`src/rtl/fetch_stage_pkg.sv`:
```
// ============================================================================
// Module   : fetch_stage_pkg
// Purpose  : Shared constants and the fetch-to-decode uop type.
// Revision : 1.0 - initial release
// ============================================================================
`default_nettype none

package fetch_stage_pkg;

    localparam int XLEN = 32;

    typedef struct packed {
        logic [XLEN-1:0] pc;
        logic [XLEN-1:0] instr;
    } fetch_t;

endpackage

`default_nettype wire

```
`src/rtl/fetch_queue.sv`:
```
// ============================================================================
// Module   : fetch_queue
// Purpose  : Small synchronous FIFO with clear; head reads as zero when empty.
// Revision : 1.0 - initial release
// ============================================================================
`default_nettype none

module fetch_queue #(
    parameter int WIDTH = 64,
    parameter int DEPTH = 2
) (
    input  logic                     clk,
    input  logic                     rst,
    input  logic                     push,
    input  logic [WIDTH-1:0]         push_data,
    input  logic                     pop,
    input  logic                     clear,
    output logic [$clog2(DEPTH):0]   count,
    output logic [WIDTH-1:0]         head
);

    localparam int c_PTR_W = $clog2(DEPTH);
    localparam int c_CNT_W = c_PTR_W + 1;

    logic [WIDTH-1:0]   r_mem [DEPTH];
    logic [c_PTR_W-1:0] r_rd;
    logic [c_PTR_W-1:0] r_wr;
    logic [c_CNT_W-1:0] r_cnt;

    always_ff @(posedge clk) begin
        if (rst || clear) begin
            r_rd  <= '0;
            r_wr  <= '0;
            r_cnt <= '0;
        end else begin
            if (push) begin
                r_wr <= r_wr + 1'b1;
            end
            if (pop) begin
                r_rd <= r_rd + 1'b1;
            end
            case ({push, pop})
                2'b10:   r_cnt <= r_cnt + 1'b1;
                2'b01:   r_cnt <= r_cnt - 1'b1;
                default: r_cnt <= r_cnt;
            endcase
            if (push && !pop) begin
                assert (r_cnt < c_CNT_W'(DEPTH));
            end
        end
    end

    // Storage needs no reset: head is masked while the queue is empty.
    always_ff @(posedge clk) begin
        if (!rst && !clear && push) begin
            r_mem[r_wr] <= push_data;
        end
    end

    assign count = r_cnt;
    assign head  = (r_cnt != '0) ? r_mem[r_rd] : '0;

endmodule

`default_nettype wire

```
`src/rtl/fetch_stage.sv`:
```
// ============================================================================
// Module   : fetch_stage
// Purpose  : PC owner, credit-limited imem requester and decode-side buffer.
// Revision : 1.0 - initial release
// ============================================================================
`default_nettype none

import fetch_stage_pkg::*;

module fetch_stage #(
    parameter int              XLEN     = 32,
    parameter logic [XLEN-1:0] RESET_PC = 32'h0000_0000,
    parameter int              DEPTH    = 2
) (
    input  logic            clk,
    input  logic            rst,
    input  logic            redirect,
    input  logic [XLEN-1:0] redirectPc,
    output logic            imemReqValid,
    input  logic            imemReqReady,
    output logic [XLEN-1:0] imemReqAddr,
    input  logic            imemRespValid,
    input  logic [XLEN-1:0] imemRespData,
    output fetch_t          uopOut,
    output logic            valid,
    input  logic            stall
);

    localparam int c_PTR_W = $clog2(DEPTH);
    localparam int c_CNT_W = c_PTR_W + 1;

    logic [XLEN-1:0]    r_pc;
    logic [XLEN-1:0]    r_if_pc [DEPTH];
    logic [DEPTH-1:0]   r_if_kill;
    logic [c_PTR_W-1:0] r_if_rd;
    logic [c_PTR_W-1:0] r_if_wr;
    logic [c_CNT_W-1:0] r_if_cnt;

    logic [c_CNT_W-1:0] w_out_cnt;
    logic [c_CNT_W:0]   w_used;
    logic               w_req_fire;
    logic               w_resp_pop;
    logic               w_out_push;
    logic               w_out_pop;
    fetch_t             w_out_data;
    fetch_t             w_out_head;

    // Killed entries keep their credit until their response drains.
    assign w_used       = {1'b0, r_if_cnt} + {1'b0, w_out_cnt};
    assign imemReqValid = !rst && !redirect && (w_used < (c_CNT_W + 1)'(DEPTH));
    assign imemReqAddr  = r_pc;

    assign w_req_fire = imemReqValid && imemReqReady;
    assign w_resp_pop = imemRespValid && (r_if_cnt != '0);
    assign w_out_push = w_resp_pop && !r_if_kill[r_if_rd] && !redirect;
    assign w_out_pop  = valid && !stall && !redirect;
    assign w_out_data = '{pc: r_if_pc[r_if_rd], instr: imemRespData};

    always_ff @(posedge clk) begin
        if (rst) begin
            r_pc      <= RESET_PC;
            r_if_kill <= '0;
            r_if_rd   <= '0;
            r_if_wr   <= '0;
            r_if_cnt  <= '0;
        end else begin
            if (redirect) begin
                r_pc      <= {redirectPc[XLEN-1:2], 2'b00};
                r_if_kill <= '1;
            end else if (w_req_fire) begin
                r_pc               <= r_pc + XLEN'(4);
                r_if_kill[r_if_wr] <= 1'b0;
                r_if_wr            <= r_if_wr + 1'b1;
            end
            if (w_resp_pop) begin
                r_if_rd <= r_if_rd + 1'b1;
            end
            case ({w_req_fire, w_resp_pop})
                2'b10:   r_if_cnt <= r_if_cnt + 1'b1;
                2'b01:   r_if_cnt <= r_if_cnt - 1'b1;
                default: r_if_cnt <= r_if_cnt;
            endcase
            if (imemRespValid) begin
                assert (r_if_cnt != '0);
            end
            if (w_req_fire && !w_resp_pop) begin
                assert (r_if_cnt < c_CNT_W'(DEPTH));
            end
        end
    end

    always_ff @(posedge clk) begin
        if (!rst && w_req_fire) begin
            r_if_pc[r_if_wr] <= r_pc;
        end
    end

    fetch_queue #(
        .WIDTH ($bits(fetch_t)),
        .DEPTH (DEPTH)
    ) u_out_queue (
        .clk       (clk),
        .rst       (rst),
        .push      (w_out_push),
        .push_data (w_out_data),
        .pop       (w_out_pop),
        .clear     (redirect),
        .count     (w_out_cnt),
        .head      (w_out_head)
    );

    assign valid  = (w_out_cnt != '0);
    assign uopOut = w_out_head;

endmodule

`default_nettype wire

```
`config.mk`:
```
export PLATFORM = sky130hd
export DESIGN_NAME = fetch_stage
export DESIGN_NICKNAME = d
export VERILOG_FILES = /design/src/rtl/fetch_stage_pkg.sv /design/src/rtl/fetch_queue.sv /design/src/rtl/fetch_stage.sv
export SDC_FILE = /design/constraint.sdc
export NUM_CORES = 1
export LEC_CHECK = 0
export ABC_AREA = 1
export CAP_MARGIN = 30
export CORE_AREA = 2 2 146 148
export DETAILED_ROUTE_END_ITERATION = 8
export DIE_AREA = 0 0 148 150
export GPL_ROUTABILITY_DRIVEN = 1
export PLACE_DENSITY_LB_ADDON = 0.05
export SYNTH_ARGS = -nofsm -noshare
export SYNTH_HDL_FRONTEND = slang
export SYNTH_HIERARCHICAL = 1
export SYNTH_SLANG_ARGS = --single-unit
export TNS_END_PERCENT = 50
```
`constraint.sdc`:
```
create_clock -name clk -period 19.8 [get_ports clk]
set_input_delay 1.98 -clock clk [delete_from_list [all_inputs] [get_ports clk]]
set_output_delay 1.98 -clock clk [all_outputs]
set_load 0.01 [all_outputs]
```
* Word level (Yosys, flattened, before mapping)
Memories as Yosys holds them, arrays and structs flattened. A register that Yosys moved wholly into a read port is not among the register bits. Cells that the tools add are included.
Operators by class: $add $sub $neg 10, $lt $le $gt $ge 4, eq/ne operators 4, muxes and demuxes 19, bitwise gates (word level) 3, reductions and logical operators 23
Operators with widths (count):
- 32-bit 2-to-1 mux | 2
- 64-bit 2-to-1 mux | 1
- 32-bit by 3-bit adder with 32-bit output (second input constant) | 1
- 1-bit logical AND | 11
- 1-bit 2-to-1 mux | 11
- 2-bit nonzero test | 5
- 2-bit one-hot mux with 2 select lines | 2
- 1-bit adder (second input constant) | 4
- 2-bit by 1-bit adder with 2-bit output (second input constant) | 2
- 2-bit by 1-bit == test with 1-bit output (second input constant) | 2
- 2-bit == test (second input constant) | 2
- 1-bit logical NOT | 4
- 1-bit by 2-bit < comparator with 1-bit output (second input constant) | 2
- 2-bit 2-to-1 mux | 2
- 2-bit by 1-bit subtractor with 2-bit output (second input constant) | 2
- 2-bit by 2-bit adder with 3-bit output | 1
- 3-bit by 2-bit < comparator with 1-bit output (second input constant) | 1
- 2-bit bitwise AND | 1
- 2-bit inverter | 1
- 2-bit AND reduction | 1
- 2-bit OR reduction | 1
- 1-bit demux with 1-bit select | 1
- 1-bit greater-or-equal comparator (second input constant) | 1
- 1-bit logical OR | 1
- 1-bit inverter | 1
Storage, ports and cells: bits in registers 42, RAM bits 192, input bits 70, output and inout port bits 98, word-level logic and storage cells 74, memories 2
Memory list:
- u_out_queue.r_mem | depth 2, bits a word 64, rd ports 1, clocked after memory_dff 1, write ports 1, line fetch_queue.sv:25 | logic [WIDTH-1:0] r_mem [DEPTH];
- r_if_pc | depth 2, bits a word 32, rd ports 1, clocked after memory_dff 1, write ports 1, line fetch_stage.sv:33 | logic [XLEN-1:0] r_if_pc [DEPTH];

* Longest topological paths before layout
Gate-level depths: netlist (run 1).
depth in word-level cells 8, mapped depth 12, depth with buffers taken out 11

* Cells and area by module
The synthesis (run 1) kept the hierarchy.
Modules (own cells, without submodules):
- fetch_queue | instances 1, cells an instance 373, area each 5305.1 µm², seq. area each 3943.8 µm²
- fetch_stage | instances 1, cells an instance 523, area each 4692.0 µm², seq. area each 2542.4 µm²

* Worst setup path before layout (run 1)
OpenSTA, ideal clock, no wires.
path type input -> register, start in redirect, end mem u_out_queue.r_mem[1][0] (enable), library setup time 0.565 ns, arrival time 7.103 ns, data required time 19.235 ns, slack 12.133 ns, stages 5, path through buf_2 > clkbuf_1 > a211oi_1 > inv_1 > nor3_1
On the way: cells in the longest elaborated chain, start to end 5
Ends and longest elaborated chain:
- start: declaration | line fetch_stage.sv:17 | input logic redirect,
- 1-bit logical NOT | line fetch_stage.sv:55 | assign w_out_push = w_resp_pop && !r_if_kill[r_if_rd] && !redirect;
- 1-bit logical AND | line fetch_stage.sv:55
- via w_out_push | line fetch_stage.sv:43 | logic w_out_push;
- 1-bit logical AND | line fetch_queue.sv:55 | if (!rst && !clear && push) begin
- 1-bit 2-to-1 mux | line fetch_queue.sv:55
- 1-bit 2-to-1 mux (not written as such) | line fetch_queue.sv:56 | r_mem[r_wr] <= push_data;
- end: declaration | line fetch_queue.sv:25
The timed path passes the listed nets, and every way through them passes these cells.

* Worst setup path after layout (run 1)
start in rst, end out imemReqValid
On the way: cells in the longest elaborated chain, start to end 3
Ends and longest elaborated chain:
- start: declaration | line fetch_stage.sv:16 | input logic rst,
- 1-bit logical NOT | line fetch_stage.sv:50 | assign imemReqValid = !rst && !redirect && (w_used < (c_CNT_W + 1)'(DEPTH));
- 1-bit logical AND (2 in series) | line fetch_stage.sv:50
- end: declaration | line fetch_stage.sv:19 | output logic imemReqValid,
Every way passes these cells.

==> metrics.yaml, run 1 <==
final_layout:
  drive_gt1_share_pct: 15.01
  antennaDiodeCount: 0
  fin_area_um2: 12560
  fin_nets: 1137
  syn_to_final_growth_pct: 25.62
cts:
  post-cts-setup-buffers: 0
  htreeDepth: 1
  root_buffer: "clkbuf_16"
  ctsResizeCount: 0
  clockBufferDepth: 3
  clk_pin_slew_worst_paths_ns: 0.05
  insertion_delay_ns: 0.51
  ctsHoldBuffers: 0
  clock_sinks: 230
  cts_tree: "built"
  cts_made_buffers: 24
synth:
  yosysWarnings: 6
  async_flop_share_pct: 0
  synthTopCellsByArea: "edfxtp_1, nand2_1, dfxtp_1, a21oi_2, mux2_2"
  synth_top_area_share_pct: 56.47
  synth.most_common_cell: "nand2_1"
  synth-seq-cells: 230
  synth-edff-count: 188
  postSynthCellCount: 896
  syn_avg_cell_area_um2: 11.16
  syn_area_um2: 9997
  synth_commonest_cells: "nand2_1, edfxtp_1, a21oi_2"
  synth_seq_area_share_pct: 64.88
  ys.flop_type: "edfxtp_1"
  synth_cell_types: 35
  yosysTopAreaCell: "edfxtp_1"
power:
  power_frac_clock_pct: 41.0
  switchingPower_uw: 226.4
  switching_share_pct: 21.37
  p_int_uw: 833.2
  peakVddDrop_uv: 52.44
  p_leak_uw: 0.004333
  seqPwrFrac_pct: 52.1
  combPwrFrac_pct: 6.9
  powerDensity_nw_per_um2: 84.38
detailed_routing:
  routedWlPerCell_um: 15.74
  antenna_left: 0
  drc: 0
  wl_um: 21310
  via_per_inst: 5.000
  drt_first_pass_iters: 5
  drt-initial-drc-count: 355
  vias: 6770
timing:
  skew_ns: 0.01069
  fin_hold_ws_ns: 0.4641
  tns_ns: 0
  timing.fmax_mhz: 179.8
  rsz0062_at_grt: "no"
  setup_slack_ns: 14.24
  period_share_pct: 28.09
  worst_slew_pin_slew_ns: 0.9441
  max_slew_margin_pct: 37.06
  hold_viol_final: 0
  report.final.slew_viol_count: 0
  setup_viol: 0
  min_period_ns: 5.561
placed_design:
  io_buffers: 163
  dp_worst_setup_slack_ns: 14.23
  place_hpwl_um: 13290
  place_area_um2: 11800
  gp_congestion: 0.8874
global_routing:
  grt_usage_pct: 19.24
  overflow: 0
  first_global_vias: 6350
  grt_pass1_wl_um: 33800
  antenna_found_initial: 0
  grt_max_degree: 66
status:
  outcome: "complete, no violations"
die:
  die_h_um: 150
  fp.dieW_um: 148
  dieArea_um2: 22200
  core_area_um2: 20690
  ios: 168
  start_util_pct: 48.32
  rows: 53
setup_path:
  worstPathRequired_ns: 17.82
  critPathArrivalTime_ns: 3.58
  worstSetupPathType: "input port to output port"
  cp-end-kind: "output port"
  start_kind: "input port"
  worst-path-max-fanout: 33
  rr_worst_depth: 7
min_path:
  holdPathStages: 2
  hold_class: "register to register"
job:
  cap_violations: 0
[final cells by class]
class | instances | area, um^2
clock buffers | 29 | 650.6
clock inverters | 13 | 110.1
fillers | 1760 | 8132
inverters | 63 | 240.2
multi-input cells | 572 | 3025
flip-flops and latches | 230 | 6489
well taps | 275 | 344.1
repair buffers | 172 | 1699
[worst max-delay path, stage by stage]
cell and delay (ns):
clkdlybuf4s50_1 0.45, buf_4 0.35, inv_2 0.16, nand3_1 0.12, inv_1 0.04, clkdlybuf4s50_1 0.47
[worst paths after layout]
path	from	to	slack, ns
max	rst	imemReqValid	14.24
min	u_out_queue/r_wr	u_out_queue/r_wr	0.46
max reg2reg	u_out_queue/count[0]	r_if_pc[0][10]	16.93
min reg2reg	u_out_queue/r_wr	u_out_queue/r_wr	0.46
[placed cells by master, fill, tap and decap left out, types with 2 or more instances in the layout]
cell             synthesis  routed
clkinv_1                 0       4
a21oi_2                 60      60
clkbuf_16                0      25
dfxtp_1                 42      40
dfxtp_2                  0       2
ha_1                     3       3
nor3_1                   3       2
nand2_1                293     293
nor2_1                  52      49
nor2_2                   6       8
bufinv_16                0       2
inv_1                   58      58
clkinv_2                 1       8
clkdlybuf4s50_1          0     163
nand3_1                 23      23
a31oi_1                  6       6
mux2_2                  30      30
xnor2_1                  4       4
nand2_2                  6       6
xor2_1                  10      10
nor2_4                   3       4
conb_1                   1       6
clkbuf_1                 9       3
edfxtp_1               188     188
buf_4                    5       9
a21oi_1                 36      36
inv_2                    3       3
o21ai_0                 23      23
[metrics by stage]
step,instances,power (uW),util [%]
2_1_floorplan,901,597.0,-
3_3_place_gp,1312,633.7,57.02
3_5_place_dp,1312,635.3,57.02
4_1_cts,1354,1068,60.70
5_1_grt,1354,1096,60.70
6_report,1354,1060,60.70
[power by group through the flow]
stage	clock [uW]	sequential (uW)	combinational (uW)
finish	435	552	73.4
floorplan	0	556	41.1
global placement	0	562	72.1
detailed placement	0	562	73.5
global route	462	553	80.4
CTS	442	552	74.1
[state kept, by name (all words and copies together), names as in the netlist, named ones only]
| name | cells |
|---|---|
| r_if_wr | 1 |
| u_out_queue/r_rd | 1 |
| u_out_queue/r_mem | 128 |
| u_out_queue/r_wr | 1 |
| imemReqAddr | 30 |
| r_if_rd | 1 |
| r_if_cnt | 2 |
| r_if_kill | 2 |
| u_out_queue/count | 2 |
| r_if_pc | 60 |
[cell families after synthesis]
| group | Yosys count | share of synthesized area [%] |
|---|---|---|
| AO/OA/AOI/OAI | 127 | 8.736 |
| XOR/XNOR | 14 | 1.226 |
| adder cells (fa/ha/maj) | 4 | 0.5758 |
| buffers and inverters | 99 | 5.219 |
| flip-flops | 230 | 64.88 |
| multiplexers | 30 | 3.379 |
| other | 1 | 0.03751 |
| AND/OR/NAND/NOR | 391 | 15.95 |
[metal layers]
layer / routed length [um] / GRT usage, % / up-vias / share of wire [%]
li1: - / - / 3346 / -
met1: 9377 / 25.27 / 3202 / 44
met2: 10340 / 33.29 / 190 / 48
met3: 1215 / 3.293 / 32 / 5.7
met4: 384 / 5.048 / 0 / 1.8
met5: 0 / 0 / - / 0
Note: power is estimated with default switching activity, not from simulation.
==> run 2, diff against run 1 <==
CORE_AREA = 2 2 148 150   (was 2 2 146 148)
DIE_AREA = 0 0 150 152   (was 0 0 148 150)
clock period = 4.9 ns   (was 19.8 ns; I/O delays follow)
==> metrics.yaml, run 2 (synthesis results as in run 1) <==
cts:
  clk_pin_slew_worst_paths_ns: 0.06  # was 0.05 ns
  cts_made_buffers: 24  # unchanged
  clock_sinks: 230  # unchanged
  htreeDepth: 1  # unchanged
  cts_tree: "built"  # unchanged
  insertion_delay_ns: 0.50  # was 0.51 ns
  post-cts-setup-buffers: 0  # unchanged
  ctsResizeCount: 0  # unchanged
  root_buffer: "clkbuf_16"  # unchanged
  ctsHoldBuffers: 0  # unchanged
  clockBufferDepth: 3  # unchanged
setup_path:
  worst-path-max-fanout: 38  # was 33
  critPathArrivalTime_ns: 2.58  # was 3.58 ns
  rr_worst_depth: 11  # was 7
  r2r-start: "u_out_queue/count[0]"  # unchanged
  worst_r2r_endpoint: "imemReqAddr[11]"  # was r_if_pc[0][10]
  start_kind: "register"  # was input port
  worstPathRequired_ns: 4.41  # was 17.82 ns
  r2r_slack_ns: 2.27  # was 16.93 ns
  worstSetupPathType: "register to output port"  # was input port to output port
  cp-end-kind: "output port"  # unchanged
timing:
  rsz0062_at_grt: "no"  # unchanged
  report.final.slew_viol_count: 0  # unchanged
  max_slew_margin_pct: 46.53  # was 37.06%
  worst_slew_pin_slew_ns: 0.8021  # was 0.9441 ns
  period_share_pct: 62.72
  min_period_ns: 3.073
  timing.fmax_mhz: 325.4
  hold_viol_final: 0  # unchanged
  skew_ns: 0.01330  # was 0.01069 ns
  tns_ns: 0  # unchanged
  setup_viol: 0  # unchanged
power:
  powerDensity_nw_per_um2: 333.4  # was 84.38 nW/um^2
  p_leak_uw: 0.004341  # was 0.004333 uW
  report.power.total_uw: 4198  # was 1060 uW
  peakVddDrop_uv: 253.8  # was 52.44 uV
die:
  ios: 168  # unchanged
  rows: 54  # was 53
  dieArea_um2: 22800  # was 22,200 um^2
  core_area_um2: 21350  # was 20,690 um^2
  die_h_um: 152  # was 150 um
  fp.dieW_um: 150  # was 148 um
  start_util_pct: 46.82  # was 48.32%
global_routing:
  first_global_vias: 6424  # was 6,350
  grt_usage_pct: 19.04  # was 19.24%
  overflow: 0  # unchanged
  antenna_found_initial: 0  # unchanged
  grt_pass1_wl_um: 34290  # was 33,800 um
  grt_max_degree: 65  # was 66
detailed_routing:
  wl_um: 21590  # was 21,310 um
  drt_first_pass_iters: 5  # unchanged
  via_per_inst: 4.895  # was 5.000
  drt-initial-drc-count: 351  # was 355
  antenna_left: 0  # unchanged
  vias: 6677  # was 6,770
  drc: 0  # unchanged
  routedWlPerCell_um: 15.83  # was 15.74 um
final_layout:
  seq_area_um2: 6487  # was 6489 um^2
  most-common-layout-cells: "nand2_1, edfxtp_1, clkdlybuf4s50_1"  # unchanged
  fillers: 1841  # was 1,760
  syn_to_final_growth_pct: 25.97  # was 25.62%
  multi_input_comb_area_um2: 3032  # was 3025 um^2
  final_common_cell: "nand2_1"  # unchanged
  largest_register: "u_out_queue/r_mem"  # unchanged
  drive_gt1_share_pct: 14.94  # was 15.01%
  largest_register_ffs: 128  # unchanged
  stdcell_count: 1364  # was 1,354
  final_core_util_pct: 58.98  # was 60.70%
  fin_nets: 1140  # was 1,137
  antennaDiodeCount: 0  # unchanged
min_path:
  hold_class: "register to register"  # unchanged
  holdPathStages: 2  # unchanged
  worstHoldStart: "u_out_queue/r_wr"  # unchanged
  min_to: "u_out_queue/r_wr"  # unchanged
placed_design:
  place_hpwl_um: 13800  # was 13,290 um
  place_inst: 1320  # was 1,312
  gp_congestion: 0.8400  # was 0.8874
  io_buffers: 163  # unchanged
status:
  outcome: "complete, no violations"  # unchanged
job:
  cap_violations: 0  # unchanged
-- run 2: changes by cell type in the layout (fill, tap and decap cells not counted), sizes merged --
cell	delta
clkinvlp	+2
clkbuf	+3
bufinv	-1
clkinv	-2
buf	+3
-- run 2: layout make-up --
| class | count | share of cell area [%] |
|---|---|---|
| well taps | 280 | 2.782 |
| flip-flops and latches | 230 | 51.52 |
| clock buffers | 32 | 5.176 |
| clock inverters | 12 | 0.6756 |
| inverters | 63 | 1.908 |
| repair buffers | 175 | 13.87 |
| multi-input cells | 572 | 24.07 |
-- run 2: worst max-delay path by stage --
stage	startpoint	end	slack, ns	cells after the start
final	register	uopOut[60]	1.83	5
after global routing	register	uopOut[49]	1.58	5
after CTS	register	uopOut[60]	1.73	5
after detailed placement	imemRespValid	u_out_queue/r_mem[0][21]	1.96	8
after global placement	imemRespValid	u_out_queue/r_mem[0][21]	1.98	8
after floorplan	redirect	u_out_queue/r_mem[0][0]	0.51	5
-- run 2: worst max-delay path, cell delays in order (launching register included) --
cell and delay [ns]:
dfxtp_2 0.32, inv_2 0.40, buf_4 0.49, nand2_1 0.12, a21oi_2 0.16, clkdlybuf4s50_1 0.55
-- run 2: per-layer routing --
metal  share of wire (%)  GRT usage, %
met1                  43         25.24
met2                  50         33.01
met3                 5.3         2.883
met4                 1.5         4.358
met5                   0             0
-- run 2: stage by stage --
step / area, um^2 / worst slack, ns / hold slack [ns]
floorplan: 10020 / 0.5144 / 0.4453
detailed placement: 11860 / 1.958 / 0.4600
global placement: 11860 / 1.984 / 0.4576
global route: 12590 / 1.580 / 0.5101
finish: 12590 / 1.827 / 0.4778
CTS: 12590 / 1.725 / 0.4694
-- run 2: where the power goes --
part / internal [uW] / leakage, uW / switching [uW] / total (uW)
sequential: 2170 / 0.00205 / 46.2 / 2210
clock: 986 / 0.000357 / 684 / 1670
combinational: 160 / 0.00194 / 156 / 316
